<file path="src/rtl/cp0_reg_pkg.sv">
// Shared CP0 definitions: register numbers, Status/Cause bit positions, ExcCodes
// and the helpers that pack Status and Cause into their architectural layout.
package cp0_reg_pkg;

   localparam int DATA_W = 32;

   localparam logic [4:0] CP0_BADVADDR = 5'd8;
   localparam logic [4:0] CP0_COUNT    = 5'd9;
   localparam logic [4:0] CP0_COMPARE  = 5'd11;
   localparam logic [4:0] CP0_STATUS   = 5'd12;
   localparam logic [4:0] CP0_CAUSE    = 5'd13;
   localparam logic [4:0] CP0_EPC      = 5'd14;

   localparam int STATUS_BEV = 22;
   localparam int STATUS_EXL = 1;
   localparam int STATUS_IE  = 0;
   localparam int CAUSE_BD   = 31;
   localparam int CAUSE_TI   = 30;

   localparam logic [4:0] EXC_INT  = 5'h00;
   localparam logic [4:0] EXC_ADEL = 5'h04;
   localparam logic [4:0] EXC_ADES = 5'h05;
   localparam logic [4:0] EXC_SYS  = 5'h08;
   localparam logic [4:0] EXC_BP   = 5'h09;
   localparam logic [4:0] EXC_RI   = 5'h0a;
   localparam logic [4:0] EXC_OV   = 5'h0c;

   function automatic logic [DATA_W-1:0] pack_status(input logic [7:0] im,
                                                     input logic exl,
                                                     input logic ie);
      logic [DATA_W-1:0] s;
      s             = '0;
      s[STATUS_BEV] = 1'b1;
      s[15:8]       = im;
      s[STATUS_EXL] = exl;
      s[STATUS_IE]  = ie;
      return s;
   endfunction

   function automatic logic [DATA_W-1:0] pack_cause(input logic bd,
                                                    input logic ti,
                                                    input logic [7:0] ip,
                                                    input logic [4:0] exccode);
      logic [DATA_W-1:0] c;
      c           = '0;
      c[CAUSE_BD] = bd;
      c[CAUSE_TI] = ti;
      c[15:8]     = ip;
      c[6:2]      = exccode;
      return c;
   endfunction

endpackage

</file>
<file path="src/rtl/cp0_reg_timer.sv">
// Count/Compare timer: Count advances every second cycle, TI latches on a
// non-zero Compare match and is cleared by any MTC0 to Compare.
module cp0_timer
   import cp0_reg_pkg::*;
(
   input  logic              clk,
   input  logic              rst,
   input  logic              w_en,
   input  logic [4:0]        w_addr,
   input  logic [DATA_W-1:0] w_data,
   output logic              ti,
   output logic [DATA_W-1:0] count,
   output logic [DATA_W-1:0] compare
);

   logic tick;
   logic wr_count;
   logic wr_compare;

   assign wr_count   = w_en && (w_addr == CP0_COUNT);
   assign wr_compare = w_en && (w_addr == CP0_COMPARE);

   always_ff @(posedge clk) begin
      if (rst) begin
         tick    <= 1'b0;
         count   <= '0;
         compare <= '0;
         ti      <= 1'b0;
      end else begin
         tick <= ~tick;
         if (wr_count)
            count <= w_data;
         else if (tick)
            count <= count + 32'd1;
         if (wr_compare)
            compare <= w_data;
         // A Compare write acknowledges the timer even if it matches this cycle.
         if (wr_compare)
            ti <= 1'b0;
         else if ((count == compare) && (compare != '0))
            ti <= 1'b1;
      end
   end

endmodule

</file>
<file path="src/rtl/cp0_reg.sv">
// CP0 register file: BadVAddr, Count, Compare, Status, Cause, EPC with
// exception/ERET commit handling and interrupt request generation.
module cp0_reg
   import cp0_reg_pkg::*;
(
   input  logic        clk,
   input  logic        rst,
   input  logic        cp0_w_en,
   input  logic [4:0]  cp0_w_addr,
   input  logic [31:0] cp0_w_data,
   input  logic [4:0]  cp0_r_addr,
   output logic [31:0] cp0_r_data,
   input  logic [5:0]  ext_int,
   input  logic        exc_valid,
   input  logic [4:0]  exc_code,
   input  logic [31:0] exc_pc,
   input  logic        exc_bd,
   input  logic [31:0] exc_badvaddr,
   input  logic        exc_badvaddr_we,
   input  logic        eret,
   output logic [31:0] epc_out,
   output logic        int_req
);

   logic [7:0]        status_im;
   logic              status_exl;
   logic              status_ie;
   logic              cause_bd;
   logic [4:0]        cause_exccode;
   logic [1:0]        cause_ip_sw;
   logic [5:0]        ext_int_q;
   logic [DATA_W-1:0] epc;
   logic [DATA_W-1:0] badvaddr;
   logic              ti;
   logic [DATA_W-1:0] count;
   logic [DATA_W-1:0] compare;
   logic [7:0]        cause_ip;

   cp0_timer u_timer (
      .clk     (clk),
      .rst     (rst),
      .w_en    (cp0_w_en),
      .w_addr  (cp0_w_addr),
      .w_data  (cp0_w_data),
      .ti      (ti),
      .count   (count),
      .compare (compare)
   );

   // Timer interrupt shares the IP7 line with the highest external input.
   assign cause_ip = {ext_int_q[5] | ti, ext_int_q[4:0], cause_ip_sw};

   always_ff @(posedge clk) begin
      if (rst) begin
         status_im     <= '0;
         status_exl    <= 1'b0;
         status_ie     <= 1'b0;
         cause_bd      <= 1'b0;
         cause_exccode <= '0;
         cause_ip_sw   <= '0;
         ext_int_q     <= '0;
         epc           <= '0;
         badvaddr      <= '0;
      end else begin
         ext_int_q <= ext_int;
         if (exc_valid && exc_badvaddr_we)
            badvaddr <= exc_badvaddr;
         if (exc_valid) begin
            status_exl    <= 1'b1;
            cause_exccode <= exc_code;
            // A nested exception keeps the original return point.
            if (!status_exl) begin
               epc      <= exc_bd ? (exc_pc - 32'd4) : exc_pc;
               cause_bd <= exc_bd;
            end
         end else if (eret) begin
            status_exl <= 1'b0;
         end else if (cp0_w_en) begin
            case (cp0_w_addr)
               CP0_STATUS: begin
                  status_im  <= cp0_w_data[15:8];
                  status_exl <= cp0_w_data[STATUS_EXL];
                  status_ie  <= cp0_w_data[STATUS_IE];
               end
               CP0_CAUSE: cause_ip_sw <= cp0_w_data[9:8];
               CP0_EPC:   epc         <= cp0_w_data;
               default: ;
            endcase
         end
      end
   end

   always_comb begin
      cp0_r_data = '0;
      case (cp0_r_addr)
         CP0_BADVADDR: cp0_r_data = badvaddr;
         CP0_COUNT:    cp0_r_data = count;
         CP0_COMPARE:  cp0_r_data = compare;
         CP0_STATUS:   cp0_r_data = pack_status(status_im, status_exl, status_ie);
         CP0_CAUSE:    cp0_r_data = pack_cause(cause_bd, ti, cause_ip, cause_exccode);
         CP0_EPC:      cp0_r_data = epc;
         default:      cp0_r_data = '0;
      endcase
   end

   assign epc_out = epc;
   assign int_req = ~rst & status_ie & ~status_exl & (|(status_im & cause_ip));

endmodule

</file>
<file path="config.mk">
export PLATFORM = sky130hd
export DESIGN_NAME = cp0_reg
export DESIGN_NICKNAME = d
export VERILOG_FILES = /design/src/rtl/cp0_reg_pkg.sv /design/src/rtl/cp0_reg_timer.sv /design/src/rtl/cp0_reg.sv
export SDC_FILE = /design/constraint.sdc
export NUM_CORES = 1
export LEC_CHECK = 0
export BUFFER_PORTS_ARGS = -buffer_cell sky130_fd_sc_hd__buf_2
export CAP_MARGIN = 20
export CORE_MARGIN = 4
export CORE_UTILIZATION = 48
export DETAILED_ROUTE_END_ITERATION = 6
export HOLD_SLACK_MARGIN = 0.06
export PLACE_DENSITY = 0.69
export SKIP_CTS_REPAIR_TIMING = 1
export SYNTH_ARGS = -nofsm -noshare
export SYNTH_HDL_FRONTEND = slang
export SYNTH_SLANG_ARGS = --single-unit
</file>
<file path="constraint.sdc">
create_clock -name clk -period 2.43 [get_ports clk]
set_input_delay 0.1215 -clock clk [delete_from_list [all_inputs] [get_ports clk]]
set_output_delay 0.1215 -clock clk [all_outputs]
set_load 0.02 [all_outputs]
</file>
==> impl_metrics.ini <==
[timing]
worst_pin_slew_ns = 0.769
timing.fmax_mhz = 487
fin_worst_skew_ns = 0.00934
setup_ws_ns = 0.378
tns_ns = 0
hold_violations = 0
final.min_clock_period_ns = 2.05
period_share = 0.844
slew-limit-headroom = 0.486
finalSetupViolCount = 0
rsz0062_at_grt = no
slew_violations = 0

[critical_path]
cp_slowest_stage_delay_ns = 0.58
reg2reg_slack_ns = 0.47
cp_max_fo = 9
crit_slowest_cell = or4_1
cp.depth = 7
crit_chain = dlygate4sd3_1 > buf_2 > or4_1 > nor4_4 > nand3_1 > xor2_1 > o22ai_1
end_kind = flop
crit_buf_inv = 2
start_kind = input port
critical_path_required_ns = 2.72
r2r_cells = 6
crit_arrival_ns = 2.35
critPathTopFamily = simple AND/OR/NAND/NOR gates
path_class = input port to flop

[floorplan]
die_area_um2 = 19000
io_pins = 189
num_rows = 47
fp.coreArea_um2 = 16500
fp.dieW_um = 138
start_util = 0.490
die_h_um = 138

[cells_and_area]
fin_area_um2 = 10700
area_growth_pct = 32.7
ff_latch_area_um2 = 3080
fillerInstances = 1438
antenna_cells = 0
nets = 1401
multiInputGateArea_um2 = 4710
drive_above_1_share = 0.206
final_util = 0.650
final_common_cell = nand2_1
final_cell_mix = nand2_1, buf_2, dfxtp_1

[placement]
dp_hpwl_mm = 21.6
placedInstanceArea_um2 = 9250
post-place-ws_ns = 0.470
portBuffers = 188
place.gp.congestion = 0.924

[routing]
drc = 0
wirelength_mm = 30.9
ant_nets = 0
dr.pass1.iters = 6
vias = 8957
drt-vias-per-instance = 5.94
wl_per_cell_um = 20.5
drtIter0Drc = 1110

[clock_tree]
clockBufferDepth = 2
cts_tree = done
htree_levels = 4
cts_root_buf = clkbuf_16
clock-sinks = 154
insertion_delay_ns = 0.44
clk_pin_slew_ns = 0.06
cts_buffers = 17

[logic_synthesis]
yosysWarnings = 0
ys_types = 56
ys_seq_area_frac = 0.381
synth_fp_nets = 1152
synth_edf_count = 0
syn_inst = 1026
syn_area_um2 = 8090
synth-main-ff-cell = dfxtp_1
ys_seq_elements = 154
async_reset_ff_frac = 0
avgSynthCellArea_um2 = 7.88

[global_route]
grt_max_degree = 49
grt_pass1_vias = 7835
grt-ovfl-total = 0
track_usage = 0.307
grt_pass1_wl_mm = 44.5
antenna_found_initial = 0

[status]
status = complete, no violations

[hold_path]
hold_path_class = input port to flop
whs_path_depth = 3

[pwr]
powerDensity_nw_per_um2 = 572
peakVddDrop_uv = 456
p_leak_nw = 4.31
power.total_mw = 6.14

[flow_run]
cap_violations = 0
-- through the flow --
step	hold WS, ns	cells
final	0.0342	1508
after global routing	0.0669	1508
after CTS	-0.113	1416
after detailed placement	0.333	1384
after global placement	0.334	1384
after floorplan	0.230	1026
-- registers in the layout, summed over array words and instances, names as in the netlist --
| name | count |
|---|---|
| cause_bd | 1 |
| cause_exccode | 5 |
| cause_ip_sw | 2 |
| u_timer.compare | 32 |
| epc_out | 32 |
| u_timer.count | 32 |
| badvaddr | 32 |
| status_ie | 1 |
| ext_int_q | 6 |
| u_timer.ti | 1 |
| status_im | 8 |
| u_timer.tick | 1 |
| status_exl | 1 |
-- cells in the mapped netlist (8+ instances only) --
library cell,instances,area share
a211oi_1,30,0.028
a21oi_1,97,0.060
a222oi_1,11,0.014
a22oi_1,60,0.056
and3_1,8,0.0062
buf_1,9,0.0042
clkbuf_1,62,0.029
dfxtp_1,154,0.38
mux2i_1,21,0.026
nand2_1,199,0.092
nand3_1,28,0.017
nand4_1,29,0.022
nor2_1,79,0.037
nor2b_1,9,0.0070
nor3_1,15,0.0093
nor3b_1,10,0.0093
nor4_1,15,0.012
o21ai_0,17,0.011
o22ai_1,9,0.0070
xnor2_1,49,0.053
xor2_1,41,0.044
-- routing by layer --
metal,share of wire,global-route usage,vias to the layer above
met5,0,0,-
met4,0.023,0.0829,0
met3,0.11,0.0577,77
met2,0.45,0.474,545
met1,0.41,0.439,4171
li1,-,-,4164
-- power by group --
part           internal, mW  leakage, nW  switching [mW]
clock                  1.43        0.265            1.17
combinational         0.355         2.79           0.462
sequential             2.62         1.26           0.110
-- path summary, 6_finish.rpt --
check | from | to
worst max-delay path | exc_pc[17] | epc_out[26]
worst min-delay path | exc_pc[26] | epc_out[26]
worst max register to register | u_timer.count[2] | u_timer.count[26]
worst min register to register | badvaddr[20] | badvaddr[20]
-- worst reg2reg max path: stages, from the launching register on --
cell and delay [ns]:
dfxtp_1 0.45, nand4_1 0.31, nor4_1 0.32, buf_4 0.23, nand4_1 0.12, xor2_1 0.17, a211oi_1 0.26
-- cells by family after synthesis --
kind of cell,Yosys count,share of synthesized area
AND/OR/NAND/NOR,431,0.257
AO/OA/AOI/OAI,244,0.194
flip-flops,154,0.381
XOR/XNOR,90,0.0974
buffers and inverters,84,0.0408
multiplexers,21,0.0260
adder cells (fa/ha/maj),2,0.00309
-- final cells by class --
cell class / instances / share of cell area
flip-flops and latches: 154 / 0.287
clock buffers: 17 / 0.0396
clock inverters: 15 / 0.0132
repair buffers: 306 / 0.193
multi-input cells: 788 / 0.439
well taps: 220 / 0.0256
inverters: 8 / 0.00280
Note: power is estimated with default switching activity, not from simulation.
